### config.mk
export PLATFORM = sky130hd
export DESIGN_NAME = mem_access_unit
export DESIGN_NICKNAME = d
export VERILOG_FILES = /design/src/rtl/rv32i_types.sv /design/src/rtl/mem_load_align.sv /design/src/rtl/mem_access_unit.sv
export SDC_FILE = /design/constraint.sdc
export NUM_CORES = 1
export LEC_CHECK = 0
export ABC_AREA = 1
export BUFFER_PORTS_ARGS = -buffer_cell sky130_fd_sc_hd__buf_4
export CORE_MARGIN = 3
export CORE_UTILIZATION = 47
export CTS_CLUSTER_SIZE = 10
export DETAILED_ROUTE_END_ITERATION = 16
export PLACE_DENSITY = 0.78
export SKIP_CTS_REPAIR_TIMING = 1
export SLEW_MARGIN = 20
export SYNTH_ARGS = -nofsm -noshare
export SYNTH_HDL_FRONTEND = slang
export SYNTH_HIERARCHICAL = 1
export SYNTH_SLANG_ARGS = --single-unit
### constraint.sdc
create_clock -name clk -period 1.3 [get_ports clk]
set_input_delay 0.13 -clock clk [delete_from_list [all_inputs] [get_ports clk]]
set_output_delay 0.13 -clock clk [all_outputs]
set_load 0.01 [all_outputs]
### src/rtl/rv32i_types.sv
// Shared RV32I types for the MEM stage: data word, load/store funct3 encodings, MEM FSM states.
// Latency: n/a (types and pure helper function only).
// Backpressure: n/a.
package rv32i_types;

    typedef logic [31:0] rv32i_word;

    typedef enum logic [2:0] {
        lb  = 3'b000,
        lh  = 3'b001,
        lw  = 3'b010,
        lbu = 3'b100,
        lhu = 3'b101
    } load_funct3_t;

    typedef enum logic [2:0] {
        sb = 3'b000,
        sh = 3'b001,
        sw = 3'b010
    } store_funct3_t;

    typedef enum logic [1:0] {
        IDLE   = 2'd0,
        ACCESS = 2'd1,
        DONE   = 2'd2
    } mem_state_t;

    // funct3[1:0] selects width identically for loads and stores:
    // 01 = halfword, 10 = word, anything else is byte-sized and never misaligned.
    function automatic logic is_misaligned(input logic [2:0] f3, input logic [1:0] bs);
        case (f3[1:0])
            2'b01:   return bs[0];
            2'b10:   return (bs != 2'b00);
            default: return 1'b0;
        endcase
    endfunction

endpackage

### src/rtl/mem_load_align.sv
// Formats a raw memory word into the load result: lane select by bit_shift, then sign/zero extend.
// Latency: purely combinational.
// Backpressure: none.
// Ports: funct3/bit_shift select the format, rdata is the raw word, load_data the formatted result.
module mem_load_align
    import rv32i_types::*;
(
    input  logic [2:0] funct3,
    input  logic [1:0] bit_shift,
    input  rv32i_word  rdata,
    output rv32i_word  load_data
);

    rv32i_word shifted;
    assign shifted = rdata >> {bit_shift, 3'b000};

    always_comb begin
        load_data = rdata;
        case (load_funct3_t'(funct3))
            lb:      load_data = {{24{shifted[7]}}, shifted[7:0]};
            lh:      load_data = {{16{shifted[15]}}, shifted[15:0]};
            lbu:     load_data = {24'h000000, shifted[7:0]};
            lhu:     load_data = {16'h0000, shifted[15:0]};
            default: load_data = rdata;
        endcase
    end

endmodule

### src/rtl/mem_access_unit.sv
// MEM-stage controller: latches one load/store from EX/MEM, runs a data-memory handshake, returns formatted load data.
// Latency: stall held k+1 cycles for a response after k ACCESS cycles (min 2); result strobed in DONE.
// Backpressure: mem_stall freezes the pipeline until dmem_resp; request outputs held stable meanwhile.
// Ports: EX/MEM ctrl (mem_read/mem_write/funct3/addr/bit_shift/write_data/mem_byte_en), dmem_* request/response,
//        mem_stall, load_data/load_valid, access_cycles (saturating CNT_W count), misalign_fault.
// Option: define MEM_MISALIGN_CHK_EN to reject misaligned lh/lhu/sh/lw/sw without touching memory.
module mem_access_unit
    import rv32i_types::*;
#(
    parameter int CNT_W = 8
) (
    input  logic             clk,
    input  logic             rst,
    input  logic             mem_read,
    input  logic             mem_write,
    input  logic [2:0]       funct3,
    input  logic [31:0]      addr,
    input  logic [1:0]       bit_shift,
    input  logic [31:0]      write_data,
    input  logic [3:0]       mem_byte_en,
    input  logic             dmem_resp,
    input  logic [31:0]      dmem_rdata,
    output logic             dmem_read,
    output logic             dmem_write,
    output logic [31:0]      dmem_address,
    output logic [31:0]      dmem_wdata,
    output logic [3:0]       dmem_wmask,
    output logic             mem_stall,
    output logic [31:0]      load_data,
    output logic             load_valid,
    output logic [CNT_W-1:0] access_cycles,
    output logic             misalign_fault
);

    mem_state_t       state_q, state_d;
    rv32i_word        addr_q, addr_d;
    logic [2:0]       funct3_q, funct3_d;
    logic [1:0]       bshift_q, bshift_d;
    rv32i_word        wdata_q, wdata_d;
    logic [3:0]       wmask_q, wmask_d;
    logic             is_rd_q, is_rd_d;
    logic             is_wr_q, is_wr_d;
    logic             fault_q, fault_d;
    logic [CNT_W-1:0] cnt_q, cnt_d;
    logic [CNT_W-1:0] acyc_q, acyc_d;
    rv32i_word        ldata_q, ldata_d;

    logic             req;
    logic             in_access;
    logic             misalign;
    logic [CNT_W-1:0] cnt_inc;
    rv32i_word        store_shifted;
    rv32i_word        aligned_rdata;

    assign req       = mem_read | mem_write;
    assign in_access = (state_q == ACCESS);
    assign cnt_inc   = (cnt_q == {CNT_W{1'b1}}) ? cnt_q : cnt_q + {{(CNT_W-1){1'b0}}, 1'b1};

`ifdef MEM_MISALIGN_CHK_EN
    assign misalign       = is_misaligned(funct3, bit_shift);
    assign misalign_fault = (state_q == DONE) & fault_q;
`else
    assign misalign       = 1'b0;
    assign misalign_fault = 1'b0;
`endif

    always_comb begin
        store_shifted = write_data;
        case (store_funct3_t'(funct3))
            sh:      store_shifted = {16'h0000, write_data[15:0]} << {bit_shift, 3'b000};
            sb:      store_shifted = {24'h000000, write_data[7:0]} << {bit_shift, 3'b000};
            default: store_shifted = write_data;
        endcase
    end

    // Formatting uses the latched op so the raw word is only sampled with dmem_resp.
    mem_load_align u_load_align (
        .funct3    (funct3_q),
        .bit_shift (bshift_q),
        .rdata     (dmem_rdata),
        .load_data (aligned_rdata)
    );

    always_comb begin
        state_d  = state_q;
        addr_d   = addr_q;
        funct3_d = funct3_q;
        bshift_d = bshift_q;
        wdata_d  = wdata_q;
        wmask_d  = wmask_q;
        is_rd_d  = is_rd_q;
        is_wr_d  = is_wr_q;
        fault_d  = fault_q;
        cnt_d    = cnt_q;
        acyc_d   = acyc_q;
        ldata_d  = ldata_q;
        case (state_q)
            IDLE: begin
                if (req) begin
                    addr_d   = addr;
                    funct3_d = funct3;
                    bshift_d = bit_shift;
                    wdata_d  = store_shifted;
                    // A store overrides a simultaneous load; the mask is meaningless for loads.
                    is_wr_d  = mem_write;
                    is_rd_d  = mem_read & ~mem_write;
                    wmask_d  = mem_write ? mem_byte_en : 4'b0000;
                    cnt_d    = '0;
                    fault_d  = misalign;
                    if (misalign) begin
                        acyc_d  = '0;
                        state_d = DONE;
                    end else begin
                        state_d = ACCESS;
                    end
                end
            end
            ACCESS: begin
                cnt_d = cnt_inc;
                if (dmem_resp) begin
                    acyc_d  = cnt_inc;
                    state_d = DONE;
                    if (is_rd_q) begin
                        ldata_d = aligned_rdata;
                    end
                end
            end
            DONE: begin
                fault_d = 1'b0;
                state_d = IDLE;
            end
            default: state_d = IDLE;
        endcase
    end

    always_ff @(posedge clk or negedge rst) begin
        if (!rst) begin
            state_q  <= IDLE;
            addr_q   <= '0;
            funct3_q <= '0;
            bshift_q <= '0;
            wdata_q  <= '0;
            wmask_q  <= '0;
            is_rd_q  <= 1'b0;
            is_wr_q  <= 1'b0;
            fault_q  <= 1'b0;
            cnt_q    <= '0;
            acyc_q   <= '0;
            ldata_q  <= '0;
        end else begin
            state_q  <= state_d;
            addr_q   <= addr_d;
            funct3_q <= funct3_d;
            bshift_q <= bshift_d;
            wdata_q  <= wdata_d;
            wmask_q  <= wmask_d;
            is_rd_q  <= is_rd_d;
            is_wr_q  <= is_wr_d;
            fault_q  <= fault_d;
            cnt_q    <= cnt_d;
            acyc_q   <= acyc_d;
            ldata_q  <= ldata_d;
        end
    end

    // Requests derive from state_q, so an asynchronous reset drops them immediately.
    assign dmem_read     = in_access & is_rd_q;
    assign dmem_write    = in_access & is_wr_q;
    assign dmem_address  = in_access ? addr_q  : 32'h0;
    assign dmem_wdata    = in_access ? wdata_q : 32'h0;
    assign dmem_wmask    = in_access ? wmask_q : 4'b0000;
    assign mem_stall     = ((state_q == IDLE) & req) | in_access;
    assign load_data     = ldata_q;
    assign load_valid    = (state_q == DONE) & is_rd_q & ~fault_q;
    assign access_cycles = acyc_q;

endmodule

==> results.tsv, run 1 <==
metric	value	unit
critical path class	reg2out	
Final GP Congestion	0.852	
post-synthesis mux area share	0	
final wirelength	24500	um
global-route wire length before repair	33200	um
core area	14100	um^2
final slew viol count	0	
most common cell in the netlist	nand2_1	
PD cells	2340	nW/um^2
Yosys warnings	6	
initial core utilization	0.489	
Post-synth EDFFs	0	
largest net degree at the start of global routing	65	
Hold/Removal Path Class	in2reg	
Synth top cells by count	nand2_1, dfrtp_1, nor2_1, inv_1, nand3_1	
vias after detailed routing	7764	
number of max-cap violations	0	
post-synthesis area per instance	7.13	um^2
critical-path maximum fanout	11	
Post-DRT Antenna Nets	0	
fin util	0.768	
largest area contributor in the netlist	dfrtp_1	
Die H	127	um
Fin Clk Skew	7.44	ps
clock-pin transition on the worst setup and hold timing paths	60	ps
Worst-Skew Late Latency	420	ps
Post-Synth Simple-Gate Area	0.334	
CTS tree	built	
Global Route Usage Sum	0.255	
Hold Vio Cnt, Final	1	
Reg power frac	0.259	
Std-Cell Rows	43	
io pins	223	
Setup WS pre-CTS	-185	ps
crit path DAT	1530	ps
CTS Root Cell	clkbuf_16	
Post-Layout Cell Count	1466	
mean routed wirelength per cell	16.7	um
run status	finished with violations	
Cell variety after synth	32	
initial antenna violation count	1	
top cells by area, synth	dfrtp_1, nand2_1, nor2_1	
Via density	5.30	
xor/xnor share of the synthesized area	0	
Die W	127	um
RSZ-0062 raised after global routing	true	
vias in the first global route	6696	
Net Sw Frac	0.418	
Bufs on Longest Clock Path	2	
switching power	0.0106	W
drc violations	0	
Mapped Nets	1082	
Post-DP HPWL	15000	um
Comb power frac	0.562	
Worst Setup End Kind	output port	
Detailed Routing Iterations Pass 1	6	
Top FF cell, synth	dfrtp_1	
Setup-failing EPs final	112	
share of cells above drive strength 1	0.360	
Clk pwr share	0.179	
cell count after synthesis	971	
area share of fa/ha/maj cells after synthesis	0.00181	
Worst VDD drop	1.39	mV
cell internal pwr	0.0148	W
Worst Hold Margin	-6.12	ps
Req. time, crit path	1170	ps
Mapped Area	6920	um^2
post-route setup slack	-362	ps
register area share after synthesis	0.452	
cts bufs inserted	17	
fin nets	1385	
Final Cycle Share	1.28	
H-tree depth	4	
FF+latch count, synth	125	
CP startpoint kind	register	
Synth Area in Compound Gates	0.0991	
leakage	5.71	nW
largest family of logic cells by synthesized area	simple AND/OR/NAND/NOR gates	
CTS Sinks	125	
Die Footprint	16200	um^2
post-layout minimum cycle time	1660	ps
port bufs	221	
failing checks	negative hold slack, negative setup slack	
grt total ovfl	0	
share of Yosys cell area claimed by the top area cell type	0.452	
setup_tns	-25190	ps
Max Fclk	602	MHz
# placed instances	1369	
DRT iter0 DRCs	800	
Synth-to-Final Area Change	56.9	%
Async SR Flop Fraction	1.00	
path summary, 6_finish.rpt:
| kind | start | endpoint | slack (ps) | cells past startpoint |
|---|---|---|---|---|
| max | state_q[1] | dmem_wdata[17] | -360 | 6 |
| min | write_data[5] | wdata_q[5] | -6 | 3 |
| max reg2reg | bshift_q[0] | load_data[0] | -180 | 9 |
| min reg2reg | load_data[24] | load_data[24] | 470 | 2 |
| max in group asynchronous | rst | bshift_q[1] | 530 | 3 |
| min in group asynchronous | rst | load_data[23] | 150 | 2 |
routing by layer:
metal / vias up / GRT usage / wire [um]
met5: - / 0 / 0
met4: 0 / 0.0877 / 680
met3: 67 / 0.0769 / 2230
met2: 441 / 0.397 / 12100
met1: 3633 / 0.341 / 9490
li1: 3623 / - / -
final cells by class:
cell class                      count  area, um^2
Clock buffer                       22         464
Inverter                          113         458
Antenna cell                        1        2.50
Clock inverter                      8        92.6
Timing Repair Buffer              337        3050
Multi-Input combinational cell    680        3430
Tap cell                          180         225
Sequential cell                   125        3130
Fill cell                         997        3290
registers in the layout (all words and copies together), names as in the netlist, 2 cells and up:
register,count
wmask_q,4
addr_q,32
load_data,32
access_cycles,8
funct3_q,3
cnt_q,8
wdata_q,32
bshift_q,2
state_q,2
cells in the final DEF, fill, tap and decap left out, types with 6 or more instances in the layout:
master	instances
o21ai_0	33
nor2_1	65
buf_12	9
o211ai_1	6
nand2_2	26
nor2_2	48
buf_4	245
dlygate4sd3_1	48
dfrtp_1	122
nand3_1	70
nand3_2	7
nor2_4	15
nand2_1	287
nand2_4	15
buf_6	21
a21oi_1	43
inv_1	101
nand4_1	10
clkbuf_16	24
a21oi_2	13
o21ai_1	30
kinds of logic (layout without fill, tap and decap cells):
| group | Yosys count | in the layout |
|---|---|---|
| simple gates | 549 | 549 |
| compound gates | 129 | 129 |
| other cells | 1 | 2 |
| fa+ha+maj | 1 | 1 |
| buf+inv | 166 | 480 |
| flops | 125 | 125 |
per-stage QoR:
| stage | area [um^2] | total power, W |
|---|---|---|
| 2_1_floorplan | 6920 | 0.0132 |
| 3_3_place_gp | 8950 | 0.0175 |
| 3_5_place_dp | 8950 | 0.0178 |
| 4_1_cts | 9510 | 0.0224 |
| 5_1_grt | 10900 | 0.0269 |
| 6_report | 10900 | 0.0254 |
power by group through the flow:
stage               clock [W]  combinational [W]  sequential, W
floorplan                   0            0.00678        0.00646
global placement            0             0.0111        0.00641
detailed placement          0             0.0113        0.00646
CTS                   0.00460             0.0114        0.00644
global route          0.00478             0.0155        0.00671
finish                0.00455             0.0143        0.00657
critical path, cell delays in order, from the launching register on:
cell and delay [ps]:
dfrtp_1 370, inv_2 80, nand2_4 80, buf_12 160, buf_16 150, nor2_2 110, buf_4 140
Power figures use the tool's default switching activity.
==> run 2: changes to the inputs <==
- ABC_AREA: 1 -> unset
- CELL_PAD_IN_SITES_DETAIL_PLACEMENT: unset -> 2
- CELL_PAD_IN_SITES_GLOBAL_PLACEMENT: unset -> 2
- CORE_UTILIZATION: 47 -> 28
- PLACE_DENSITY: 0.78 -> unset
- PLACE_DENSITY_LB_ADDON: unset -> 0.1
==> run 2 against run 1 <==
Net effect: the run still ends with negative hold slack, negative setup slack left; total power grew 23%; sequential share of layout area shrank 2.9 points; largest power group unchanged; clock skew grew 7.1 ps; sequential power grew 9.6%; final cell count shrank 8.8%; synthesized area shrank 2.1%; die area grew 61%.
==> results.tsv, run 2 <==
metric	value	unit
# placed instances	1216	
setup_tns	-79570	ps
Cell variety after synth	61	
Hold/Removal Path Class	in2reg	
CTS Sinks	125	
crit-path max cell delay	440	ps
Worst Setup End Kind	register	
Detailed Routing Iterations Pass 1	4	
fin nets	1116	
Post-DP HPWL	20200	um
Global Route Usage Sum	0.205	
Final Cycle Share	1.48	
Top delay family on crit path	multiplexers	
Final GP Congestion	0.811	
RSZ-0062 raised after global routing	true	
Worst-Skew Late Latency	420	ps
initial antenna violation count	0	
Hold Vio Cnt, Final	4	
CTS tree	built	
Synth top cells by count	dfrtp_1, and2_1, nand2_1, mux2_2, o21ai_0	
ant diodes	0	
fillers	2345	
Die W	162	um
Mapped Nets	755	
final wirelength	34400	um
post-synthesis area per instance	10.5	um^2
hold depth	3	
PD cells	2580	nW/um^2
register area share after synthesis	0.462	
Yosys warnings	6	
Setup-failing EPs final	196	
Max Fclk	519	MHz
Std-Cell Rows	56	
RR Endpoint	load_data[9]	
share of cells above drive strength 1	0.572	
Power Total	0.0312	W
R2R setup slack	-630	ps
CP cell instances	buf_6 > buf_4 > mux2_4 > a221oi_1 > o31ai_1 > mux2_4	
core area	23600	um^2
top cells by area, synth	dfrtp_1, mux2_2, and2_1	
Worst Hold Margin	-18.2	ps
Post-Layout Cell Count	1337	
port bufs	221	
reg-to-reg critical path startpoint	bshift_q[1]	
post-route setup slack	-628	ps
leakage	5.73	nW
most frequent cells in the layout	buf_4, dfrtp_1, buf_6	
largest net degree at the start of global routing	42	
cts bufs inserted	17	
final slew viol count	0	
Mapped Area	6780	um^2
drc violations	0	
vias in the first global route	7217	
Fin Clk Skew	14.5	ps
Bufs on Longest Clock Path	2	
critical-path maximum fanout	7	
CTS Root Cell	clkbuf_16	
cell count after synthesis	644	
initial core utilization	0.287	
post-layout minimum cycle time	1930	ps
Max stage delay cell, worst path	dfrtp_1	
Req. time, crit path	1610	ps
failing checks	negative hold slack, negative setup slack	
Setup WS pre-CTS	-533	ps
Async SR Flop Fraction	1.00	
clock-pin transition on the worst setup and hold timing paths	70	ps
commonest non-fill, non-tap cell in the layout	buf_4	
Post-DRT Antenna Nets	0	
worst r2r path cells	6	
run status	finished with violations	
Hold Startpoint	write_data[29]	
CP startpoint kind	register	
Worst Hold Path EP	wdata_q[29]	
largest area contributor in the netlist	dfrtp_1	
grt total ovfl	0	
io pins	223	
Worst VDD drop	1.02	mV
share of Yosys cell area claimed by the top area cell type	0.462	
Die Footprint	26100	um^2
H-tree depth	4	
Most Frequent Cell on Critical Path	mux2_4	
global-route wire length before repair	41900	um
Top FF cell, synth	dfrtp_1	
crit path DAT	2240	ps
CP bufs+invs	2	
most common cell in the netlist	dfrtp_1	
FF+latch count, synth	125	
DRT iter0 DRCs	292	
Post-synth EDFFs	0	
mean routed wirelength per cell	25.7	um
critical path class	reg2reg	
Die H	162	um
number of max-cap violations	0	
vias after detailed routing	6870	
Via density	5.14	
Synth-to-Final Area Change	78.1	%
-- run 2: cell count changes after synthesis, moves of 18 or more --
cell	change
mux2_2	+44
nand2_1	-246
mux2_4	+30
inv_1	-98
nor2_1	-112
a21oi_1	-20
nand3_1	-62
buf_2	-18
and2_1	+79
a31oi_1	+19
-- run 2: tightest hold or removal path, delay by kind of cell --
| kind | cells | cell delay (ps) |
|---|---|---|
| buffers and inverters | 1 | 110 |
| AO/OA/AOI/OAI | 1 | 80 |
| AND/OR/NAND/NOR | 1 | 50 |
-- run 2: worst max path at each step --
| stage | startpoint | end | slack, ps | depth (start not counted) |
|---|---|---|---|---|
| after global placement | bshift_q[0] | load_data[27] | -430 | 5 |
| after CTS | state_q[1] | dmem_address[7] | -640 | 5 |
| after global routing | bshift_q[1] | load_data[9] | -690 | 6 |
| after floorplan | bshift_q[0] | load_data[21] | -510 | 5 |
| final | bshift_q[1] | load_data[9] | -630 | 6 |
| after detailed placement | bshift_q[0] | load_data[24] | -530 | 5 |
-- run 2: cell families (layout without fill, tap and decap cells) --
| logic type | count (synthesis) | in the layout | share of synthesized area |
|---|---|---|---|
| DFF | 125 | 125 | 0.462 |
| other | 1 | 1 | 0.000553 |
| adders and majority gates | 1 | 1 | 0.00185 |
| muxes | 82 | 82 | 0.154 |
| and+or+nand+nor | 219 | 219 | 0.181 |
| buffers and inverters | 56 | 430 | 0.0425 |
| AOI/OAI and AO/OA | 160 | 160 | 0.159 |
-- run 2: final cells by class --
class | instances | area (um^2) | share of cell area
multi-input combinational | 463 | 3970 | 0.329
timing repair buffer | 392 | 3880 | 0.322
sequential | 125 | 3130 | 0.260
clock buffer | 17 | 425 | 0.0353
tap | 319 | 399 | 0.0331
clock inverter | 15 | 233 | 0.0193
inverter | 6 | 25.0 | 0.00207
-- run 2: metrics by stage --
stage | cell area, um^2 | util | hold slack [ps]
final | 12100 | 0.511 | -18.2
after global routing | 12100 | 0.511 | 1.89
after CTS | 10300 | 0.434 | -358
after detailed placement | 9590 | 0.406 | 96.5
after global placement | 9590 | 0.406 | 90.9
after floorplan | 7010 | - | -166
-- run 2: power breakdown --
group | internal (W) | leakage (nW) | switching (W)
Sequential | 0.00571 | 1.51 | 0.00149
Combinational | 0.0105 | 3.90 | 0.00793
Clock | 0.00345 | 0.319 | 0.00211
-- run 2: routing by layer --
layer | share of wire | track usage | wire, um
met5 | 0 | 0 | 0
met1 | 0.38 | 0.257 | 13200
met2 | 0.54 | 0.357 | 18600
met3 | 0.050 | 0.0415 | 1710
met4 | 0.026 | 0.0583 | 903
==> run 3: changes to the inputs <==
- CORE_UTILIZATION: 28 -> 29
- CTS_BUF_LIST: unset -> sky130_fd_sc_hd__clkbuf_8
- HOLD_SLACK_MARGIN: unset -> 0.02
- PLACE_DENSITY: unset -> 0.9
- PLACE_DENSITY_LB_ADDON: 0.1 -> unset
==> run 3 against run 2 <==
Net effect: the flow finishes with violations (negative setup slack); combinational power increased by 13%; fmax fell by 4.4%; critical endpoint is now load_data[20]; final cell count up 2.2%; first-iteration DRC count grew 60%; largest cell class is now non-clock buffers; non-clock buffer count up 33; global-route usage increased by 1.6 points; register-to-register slack worse by 90 ps; sequential cell count unchanged; via count increased by 9.2%; setup slack got worse by 89 ps; critical path depth down 1; die area fell by 3.3%.
==> results.tsv, run 3 (same netlist as run 2, synthesis figures left out) <==
metric	value	unit
cts bufs inserted	17	
core area	22800	um^2
most frequent cells in the layout	buf_4, dfrtp_1, buf_6	
Worst Hold Path EP	wdata_q[17]	
fillers	2167	
RR Endpoint	load_data[20]	
Worst Setup End Kind	register	
Die W	159	um
Slew HR	0.590	
fin nets	1150	
Req. time, crit path	1630	ps
initial core utilization	0.297	
critical-path maximum fanout	8	
clock-pin transition on the worst setup and hold timing paths	90	ps
crit path DAT	2350	ps
Worst-Skew Late Latency	440	ps
CP startpoint kind	register	
Worst VDD drop	0.998	mV
largest net degree at the start of global routing	43	
Fin Clk Skew	23.9	ps
CTS Sinks	125	
run status	finished with violations	
final wirelength	42400	um
failing checks	negative setup slack	
DRT iter0 DRCs	468	
CTS tree	built	
CTS Root Cell	clkbuf_8	
Via density	5.49	
Post-Layout Cell Count	1366	
leakage	5.83	nW
number of max-cap violations	0	
mean routed wirelength per cell	31.1	um
Final GP Congestion	0.881	
Setup-failing EPs final	196	
post-layout minimum cycle time	2020	ps
share of cells above drive strength 1	0.593	
RSZ-0062 raised after global routing	true	
grt total ovfl	0	
Hold Vio Cnt, Final	0	
vias after detailed routing	7499	
initial antenna violation count	1	
reg-to-reg critical path startpoint	bshift_q[0]	
global-route wire length before repair	43800	um
DP Area	9540	um^2
Synth-to-Final Area Change	84.0	%
Die Footprint	25200	um^2
Hold Startpoint	write_data[17]	
critical path class	reg2reg	
Hold/Removal Path Class	in2reg	
Post-DP HPWL	21800	um
Post-DRT Antenna Nets	0	
post-route setup slack	-717	ps
Max Fclk	496	MHz
hold depth	3	
Global Route Usage Sum	0.220	
Detailed Routing Iterations Pass 1	5	
Std-Cell Rows	55	
commonest non-fill, non-tap cell in the layout	buf_4	
PD cells	2550	nW/um^2
port bufs	221	
vias in the first global route	7227	
# placed instances	1213	
io pins	223	
R2R setup slack	-720	ps
H-tree depth	4	
Design Area, Final	12500	um^2
worst r2r path cells	5	
Final Cycle Share	1.55	
Bufs on Longest Clock Path	2	
Die H	159	um
Worst-Margin Slew	609	ps
drc violations	0	
final slew viol count	0	
run 3: cell types whose count changed in the layout (fill, tap and decap cells not counted), sizes merged:
cell,delta
dlygate4sd3,+21
clkbuf,+10
buf,+3
bufinv,-3
clkinvlp,+3
inv,-2
and4,+1
clkinv,+1
diode,+1
run 3: power by group:
group | switching, W | internal, W | total (W)
registers | 0.00163 | 0.00571 | 0.00734
logic | 0.00949 | 0.0113 | 0.0208
clock network | 0.00184 | 0.00172 | 0.00356
run 3: worst max-delay path by stage:
stage	depth (start not counted)	slack [ps]	from	to
floorplan	5	-510	bshift_q[0]	load_data[21]
global placement	5	-430	bshift_q[0]	load_data[16]
detailed placement	5	-600	bshift_q[0]	load_data[26]
CTS	6	-730	state_q[1]	mem_stall
global route	5	-770	bshift_q[0]	load_data[20]
finish	5	-720	bshift_q[0]	load_data[20]
run 3: layout make-up:
type	instances	area, um^2	area share
clock buffer	18	248	0.0199
tap	313	392	0.0314
clock inverter	14	130	0.0104
multi-input combinational	464	4260	0.342
inverter	6	27.5	0.00221
sequential	125	3140	0.252
antenna	1	2.50	0.000201
timing repair buffer	425	4270	0.342
run 3: layer usage:
| layer | share of wire | up-vias | GRT usage | wire (um) |
|---|---|---|---|---|
| li1 | - | 3116 | - | - |
| met1 | 0.37 | 3920 | 0.276 | 15800 |
| met2 | 0.54 | 357 | 0.389 | 23000 |
| met3 | 0.042 | 106 | 0.0391 | 1780 |
| met4 | 0.043 | 0 | 0.0641 | 1830 |
| met5 | 0 | - | 0 | 0 |
run 3: critical path, stage by stage (launching register included):
cell      delay [ps]
dfrtp_1          400
mux4_2           590
o211ai_4         330
buf_12           180
o21ai_0          100
mux2_4           310
run 3: metrics by stage:
step | setup TNS [ps] | utilization | hold slack, ps | total power, W | setup WS (ps)
floorplan | -20450 | - | -166 | 0.0141 | -511
global placement | -28570 | 0.419 | 75.6 | 0.0196 | -434
detailed placement | -35820 | 0.419 | 93.3 | 0.0206 | -596
CTS | -72670 | 0.435 | -400 | 0.0241 | -730
global route | -95690 | 0.547 | 32.1 | 0.0328 | -768
finish | -88570 | 0.547 | 49.0 | 0.0317 | -717
